File: src/rtl/fp_add_issue.sv
// Issue/retire stage around a combinational FP32 add/sub datapath.
// Requests queue in a small FIFO; the head drives the adder, special
// operands are resolved locally, and results land in a back-pressured
// output register together with their tag and classification flags.
module fp_add_issue #(
    parameter int unsigned DEPTH = 4,
    parameter int unsigned TAG_W = 4
) (
    input  logic             clk,
    input  logic             rst,
    input  logic             in_valid,
    output logic             in_ready,
    input  logic             in_op,
    input  logic [31:0]      in_a,
    input  logic [31:0]      in_b,
    input  logic [TAG_W-1:0] in_tag,
    output logic [31:0]      add_a,
    output logic [31:0]      add_b,
    output logic             add_op,
    input  logic [31:0]      add_c,
    output logic             out_valid,
    input  logic             out_ready,
    output logic [31:0]      out_c,
    output logic [TAG_W-1:0] out_tag,
    output logic [2:0]       out_flags,
    output logic [15:0]      ops_cnt
);

    localparam int unsigned PTR_W = (DEPTH > 1) ? $clog2(DEPTH) : 1;
    localparam int unsigned CNT_W = $clog2(DEPTH + 1);

    logic [31:0]      memA   [DEPTH];
    logic [31:0]      memB   [DEPTH];
    logic             memOp  [DEPTH];
    logic [TAG_W-1:0] memTag [DEPTH];

    logic [PTR_W-1:0] wrPtr;
    logic [PTR_W-1:0] rdPtr;
    logic [CNT_W-1:0] cnt;

    logic             fifoEmpty;
    logic             push;
    logic             capture;
    logic             retire;

    logic [31:0]      headA;
    logic [31:0]      headB;
    logic             headOp;
    logic [TAG_W-1:0] headTag;

    logic             bEff;
    logic             aNan, bNan, aInf, bInf, aZero, bZero;
    logic [31:0]      resC;
    logic [2:0]       resFlags;

    assign fifoEmpty = (cnt == '0);
    assign in_ready  = (cnt != CNT_W'(DEPTH));
    assign push      = in_valid & in_ready;
    assign capture   = !fifoEmpty & (!out_valid | out_ready);
    assign retire    = out_valid & out_ready;

    // Head of queue; forced to zero when nothing is queued
    assign headA   = fifoEmpty ? 32'h0 : memA[rdPtr];
    assign headB   = fifoEmpty ? 32'h0 : memB[rdPtr];
    assign headOp  = fifoEmpty ? 1'b0  : memOp[rdPtr];
    assign headTag = fifoEmpty ? '0    : memTag[rdPtr];

    assign add_a  = headA;
    assign add_b  = headB;
    assign add_op = headOp;

    // Operand classification; exponent 0 is zero (denormals flushed)
    assign bEff  = headB[31] ^ headOp;
    assign aNan  = (headA[30:23] == 8'hFF) && (headA[22:0] != 23'h0);
    assign bNan  = (headB[30:23] == 8'hFF) && (headB[22:0] != 23'h0);
    assign aInf  = (headA[30:23] == 8'hFF) && (headA[22:0] == 23'h0);
    assign bInf  = (headB[30:23] == 8'hFF) && (headB[22:0] == 23'h0);
    assign aZero = (headA[30:23] == 8'h00);
    assign bZero = (headB[30:23] == 8'h00);

    // FIFO storage write; contents are don't-care until pushed
    always_ff @(posedge clk) begin
        if (push) begin
            memA[wrPtr]   <= in_a;
            memB[wrPtr]   <= in_b;
            memOp[wrPtr]  <= in_op;
            memTag[wrPtr] <= in_tag;
        end
    end

    // FIFO pointers and occupancy
    always_ff @(posedge clk or posedge rst) begin
        if (rst) begin
            wrPtr <= '0;
            rdPtr <= '0;
            cnt   <= '0;
        end else begin
            if (push)    wrPtr <= wrPtr + PTR_W'(1);
            if (capture) rdPtr <= rdPtr + PTR_W'(1);
            case ({push, capture})
                2'b10:   cnt <= cnt + CNT_W'(1);
                2'b01:   cnt <= cnt - CNT_W'(1);
                default: cnt <= cnt;
            endcase
        end
    end

    // Special-operand resolution, first match wins; otherwise take the adder
    always_comb begin
        resC     = add_c;
        resFlags = 3'b000;
        if (aNan || bNan) begin
            resC     = 32'h7FC0_0000;
            resFlags = 3'b011;
        end else if (aInf && bInf && (headA[31] != bEff)) begin
            resC     = 32'h7FC0_0000;
            resFlags = 3'b011;
        end else if (aInf) begin
            resC     = {headA[31], 31'h7F80_0000};
            resFlags = 3'b101;
        end else if (bInf) begin
            resC     = {bEff, 31'h7F80_0000};
            resFlags = 3'b101;
        end else if (aZero && bZero) begin
            resC     = {headA[31] & bEff, 31'h0};
            resFlags = 3'b001;
        end else if (aZero) begin
            resC     = {bEff, headB[30:0]};
            resFlags = 3'b001;
        end else if (bZero) begin
            resC     = headA;
            resFlags = 3'b001;
        end else if ((headA[30:0] == headB[30:0]) && (headA[31] != bEff)) begin
            resC     = 32'h0;
            resFlags = 3'b001;
        end
    end

    // Result register with back-pressure, plus retire counter
    always_ff @(posedge clk or posedge rst) begin
        if (rst) begin
            out_valid <= 1'b0;
            out_c     <= 32'h0;
            out_tag   <= '0;
            out_flags <= 3'b000;
            ops_cnt   <= 16'h0;
        end else begin
            if (capture) begin
                out_valid <= 1'b1;
                out_c     <= resC;
                out_tag   <= headTag;
                out_flags <= resFlags;
            end else if (retire) begin
                out_valid <= 1'b0;
            end
            if (retire) ops_cnt <= ops_cnt + 16'd1;
        end
    end

endmodule
File: config.mk
export PLATFORM = sky130hd
export DESIGN_NAME = fp_add_issue
export DESIGN_NICKNAME = d
export VERILOG_FILES = /design/src/rtl/fp_add_issue.sv
export SDC_FILE = /design/constraint.sdc
export NUM_CORES = 1
export LEC_CHECK = 0
export BUFFER_PORTS_ARGS = -buffer_cell sky130_fd_sc_hd__buf_4
export CAP_MARGIN = 10
export CORE_MARGIN = 2
export CORE_UTILIZATION = 34
export CTS_CLUSTER_DIAMETER = 80
export DETAILED_ROUTE_END_ITERATION = 7
export PLACE_DENSITY_LB_ADDON = 0.1
export SYNTH_ARGS = -nofsm -noshare
export SYNTH_HDL_FRONTEND = slang
export SYNTH_SLANG_ARGS = --single-unit
export TNS_END_PERCENT = 50
File: constraint.sdc
create_clock -name clk -period 7.93 [get_ports clk]
set_clock_uncertainty 0.2 [all_clocks]
set_input_delay 1.1895 -clock clk [delete_from_list [all_inputs] [get_ports clk]]
set_output_delay 1.1895 -clock clk [all_outputs]
set_load 0.1 [all_outputs]
Yosys cells after proc, flatten, opt, wreduce, memory -nomap -nowiden
Memories as Yosys holds them, arrays and structs flattened. A register that Yosys moved wholly into a read port is not among the register bits. Index checks and enable logic that the tools add are counted.

Logic and storage cells: 73. Memory bits (writable): 276. Output and inout port bits: 122. Bits of input ports: 105. Memories kept: 4. Flip-flop bits (word level): 59.

Bitwise operators: 6. $add $sub $neg: 5. Eq/ne operators: 7. Multiplexer cells: 24. Reduce and logical (&&, ||, !) cells: 20.

Memories: memA (depth 4, bits a word 32, rd ports 1, clocked after Yosys merged registers in 0, write ports 1, line 32) `logic [31:0] memA [DEPTH];`; memB (depth 4, bits a word 32, rd ports 1, clocked after Yosys merged registers in 0, write ports 1, line 33) `logic [31:0] memB [DEPTH];`; memTag (depth 4, bits a word 4, rd ports 1, clocked after Yosys merged registers in 1, write ports 1, line 35) `logic [TAG_W-1:0] memTag [DEPTH];`; memOp (depth 4, bits a word 1, rd ports 1, clocked after Yosys merged registers in 0, write ports 1, line 34) `logic memOp [DEPTH];`.

Operators by type and width (count): $mux 32 (10); $logic_not 23->1 (2); $reduce_bool 23->1 (2); $eq 31x31->1 (1); $add 16x1->16 const B (1); $eq 8x8->1 const B (2); $logic_not 8->1 (2); $mux 3 (4); $mux 1 (9); $logic_and 1x1->1 (8); $pmux 3 s2 (1); $add 2x1->2 const B (2); $and 1x1->1 (4); $reduce_bool 2->1 (2); $add 3x1->3 const B (1); $logic_not 3->1 (1); $ne 3x3->1 const B (1); $sub 3x1->3 const B (1); $eq 2x1->1 const B (1); $eq 2x2->1 const B (1); $logic_not 1->1 (2); $logic_or 1x1->1 (1); $ne 1x1->1 (1); $or 1x1->1 (1); $xor 1x1->1 (1).

Logic depth before layout (Yosys ltp)
Depth after elaboration: 13. Gate-level depth with buffers: 17.

Least setup slack after synthesis
OpenSTA, ideal clock, no wires.

Kind: flip-flop to flip-flop. Start point: reg rdPtr[1]. End point: reg out_c[29]. Period minus slack after synthesis: 4167 ps. Library setup time: 124 ps. Slack: 3763 ps. Path buffers: 5. Arrival: 3843 ps. Stages on the path, launching flop included: 15. Data required time: 7606 ps. Cell sequence: dfrtp_1 buf_2 buf_2 buf_2 buf_1 mux4_2 and2_1 ha_1 nand3_1 nor4_2 nand4_1 or2_1 buf_6 and3_4 a211o_1.

Elaborated cells between the ends (all ways): 34. Classes of those cells: eq/ne: 4; mux: 11; bitwise: 1; reduce/logical: 15; memory: 3.

RTL lines: start: declaration (line 38) `logic [PTR_W-1:0] rdPtr;`; start signal: assignment (line 99) `if (capture) rdPtr <= rdPtr + PTR_W'(1);`; $mem_v2 4x32 *; $mux 32 * (line 63) `assign headA = fifoEmpty ? 32'h0 : memA[rdPtr];`; via add_a[31] (line 17) `output logic [31:0] add_a,`; $ne 1x1->1 * (line 115, 133); $logic_and 1x1->1 (line 133) `end else if ((headA[30:0] == headB[30:0]) && (headA[31] != bEff)) begin`; $mux 32 (line 133); $mux 32 (line 130) `end else if (bZero) begin`; $mux 32 (line 127) `end else if (aZero) begin`; $mux 32 (line 124) `end else if (aZero && bZero) begin`; $mux 32 (line 121) `end else if (bInf) begin`; $mux 32 (line 118) `end else if (aInf) begin`; $mux 32 * (line 115) `end else if (aInf && bInf && (headA[31] != bEff)) begin`; $mux 32 * (line 112) `if (aNan || bNan) begin`; end signal: assignment (line 150) `out_c <= resC;`; end: declaration (line 23) `output logic [31:0] out_c,`.

The timed path passes the listed nets; every way through them passes the cells marked *. A chain may end at the register's enable or synchronous reset.

Worst setup path after layout
Start point: reg rdPtr[1]. End point: out add_a[19].

Longest elaborated chain between the ends: 2.

RTL lines (line): $mem_v2 4x32; $mux 32 (63); end: declaration (17).

No other way between the ends.

==> flow_summary.json <==
{
  "cts_htree_levels": 2,
  "grt_pass1_vias": 9209,
  "path_buf_inv": 3,
  "num_vias": 9041,
  "grt-ovfl-total": 0,
  "dpl_cell_area_um2": 16700,
  "hp-class": "reg -> reg",
  "path_class": "reg -> out",
  "dp_hpwl_um": 29700,
  "grt_pass1_wl_um": 64300,
  "dr.first_iter.drc_count": 773,
  "status": "finished clean",
  "die_h_um": 210,
  "viasPerCell": 5.27,
  "drc": 0,
  "postCtsSetupBuffers": 0,
  "cts_resized": 0,
  "antenna_cells": 0,
  "max_freq_ghz": 0.221,
  "crit_arrival_ns": 3.13,
  "nets": 1261,
  "clkLatencyLatePin_ns": 0.55,
  "gp_congestion": 0.779,
  "seq_area_frac_synth_pct": 68.2,
  "hold_violations": 0,
  "layout-drive-gt1-share_pct": 31.7,
  "grt_max_degree": 64,
  "relSlewSlack_pct": 35.4,
  "slowest_stage": "buf_4",
  "start_kind": "flip-flop",
  "r2r-end": "out_c[9]",
  "yosys-top-cells-count": "edfxtp_1 (276), nand2_1 (81), dfrtp_1 (63), mux4_2 (63), and2_1 (60)",
  "synth.avg_cell_area_um2": 15.9,
  "multi_input_area_um2": 4280,
  "start_util_pct": 34.5,
  "path_common_cell": "buf_4",
  "synthArstFlopShare_pct": 18.6,
  "totalWireLength_um": 44100,
  "grt_busiest_layer": "met2",
  "clockBufferDepth": 3,
  "dr.pass1.iters": 5,
  "die_w_um": 210,
  "max_slew.worst_pin.slew_ns": 0.967,
  "synth-main-ff-cell": "edfxtp_1",
  "cpPeakStageDelay_ns": 0.71,
  "worstHoldEndpoint": "ops_cnt[15]",
  "rrSetupSlack_ns": 3.57,
  "worst_r2r_path_depth": 9,
  "met2_usage_pct": 30.6,
  "fillers": 3840,
  "antenna_left": 0,
  "clock-sinks": 339,
  "drv_slew": 0,
  "fp-row-count": 75,
  "synth_cells": 912,
  "cts_buffers": 40,
  "crit_family": "buffers and inverters",
  "whs_path_depth": 1,
  "yosysTopAreaCellShare_pct": 57.3,
  "maxCapViolations": 0,
  "gr-usage-met3_pct": 4.11,
  "ys_types": 55,
  "synth_edf_count": 276,
  "area_growth_syn_to_layout_pct": 24.7,
  "ios": 227,
  "end_kind": "output pin",
  "fin_setup_tns_ns": 0,
  "dieArea_um2": 44200,
  "io_buffers": 226,
  "ys_top_cells_by_area": "edfxtp_1 (57%), dfrtp_1 (11%), mux4_2 (9.8%)",
  "wl_per_cell_um": 25.7,
  "cts_tree": "yes",
  "reg2reg_from": "rdPtr[1]",
  "yosysTopAreaCell": "edfxtp_1",
  "cts.clk_slew.worst_paths_ns": 0.06,
  "grt_util_met1_pct": 29.0,
  "required_ns": 6.54,
  "synth_nets": 1025,
  "ff_latch_area_um2": 9870,
  "worstPathMaxFanout": 52,
  "grt.total_usage_pct": 20.1,
  "synth_most_common_cell": "edfxtp_1",
  "fin_crit_ns": 4.52,
  "core-area_um2": 41900,
  "fin_crit_sh_pct": 57.0,
  "rsz0062_at_grt": "no",
  "antenna_found_initial": 2,
  "cts_hold_buffers": 0,
  "root_buffer": "clkbuf_16",
  "ys_ff_latch": 339,
  "yosys_warnings": 0,
  "setup_viol": 0,
  "min_from": "ops_cnt[15]",
  "synth_area_um2": 14500,
  "path_cells": "buf_4, mux4_2, inv_1, nor2_1, buf_4",
  "fin_area_um2": 18000
}
[worst register-to-register path: cells and delay by family, from the launching register on]
family	cells	cell delay, ns
muxes	1	0.59
DFF	1	0.65
and+or+nand+nor	6	1.74
AOI/OAI and AO/OA	1	0.35
buffers and inverters	1	0.71
[sequential cells by signal, indices dropped and copies added, names as in the netlist]
name / count
cnt: 3
memA: 128
memB: 128
memOp: 4
memTag: 16
ops_cnt: 16
out_c: 32
out_flags: 3
out_tag: 4
out_valid: 1
rdPtr: 2
wrPtr: 2
[worst max-delay path by stage]
stage / from / depth (start not counted) / endpoint
final: rdPtr[1] / 5 / add_a[19]
after global routing: rdPtr[1] / 5 / add_a[19]
after CTS: rdPtr[1] / 5 / add_a[19]
after detailed placement: rdPtr[1] / 9 / out_c[9]
after global placement: rdPtr[1] / 9 / out_c[9]
after floorplan: rdPtr[1] / 14 / out_c[29]
[cell type report]
type | instances | share of cell area [%]
Sequential cell | 339 | 54.8
Multi-Input combinational cell | 503 | 23.8
Timing Repair Buffer | 239 | 10.0
Clock buffer | 55 | 6.38
Tap cell | 539 | 3.74
Clock inverter | 14 | 0.833
Inverter | 25 | 0.520
[placed cells by master, fill, tap and decap left out, types with 7 or more instances in the layout]
master and count:
nor3_1 9, a222oi_1 8, nor2b_1 14, nor4_1 19, a22oi_1 24, buf_4 238
ha_1 7, inv_1 24, clkinv_1 8, edfxtp_1 276, nand3_1 26, and2_1 60
clkbuf_16 42, dfrtp_1 61, xnor2_1 20, nand4_1 10, o22ai_1 9, nand2_1 80
mux4_2 63, nor2_1 25, a31oi_1 15, a21oi_1 20, xor2_1 17, nand2b_1 13
clkbuf_1 8
[per-stage QoR]
step	std cells	utilization [%]	setup WS (ns)	hold slack [ns]
4_1_cts	1714	43.0	3.29	0.276
2_1_floorplan	912	-	3.76	0.277
3_3_place_gp	1645	39.9	3.45	0.265
3_5_place_dp	1645	39.9	3.52	0.264
5_1_grt	1714	43.0	3.23	0.304
6_report	1714	43.0	3.41	0.267
[cells by family after synthesis]
logic type	count (synthesis)	share of synthesized area, %
flip-flops	339	68.2
AND/OR/NAND/NOR	280	10.1
adder cells (fa/ha/maj)	8	0.744
XOR/XNOR	37	2.24
AO/OA/AOI/OAI	104	5.12
buffers and inverters	70	2.38
multiplexers	74	11.1
[routing by layer]
metal / part of all wire [%] / vias to the layer above
met2: 46 / 334
li1: - / 4012
met4: 2.1 / 2
met5: 0.036 / -
met1: 46 / 4636
met3: 6.5 / 57
Power is left out: the tool's default activity adds up to more than one toggle a clock period on the data nets, which glitch-free logic cannot reach.
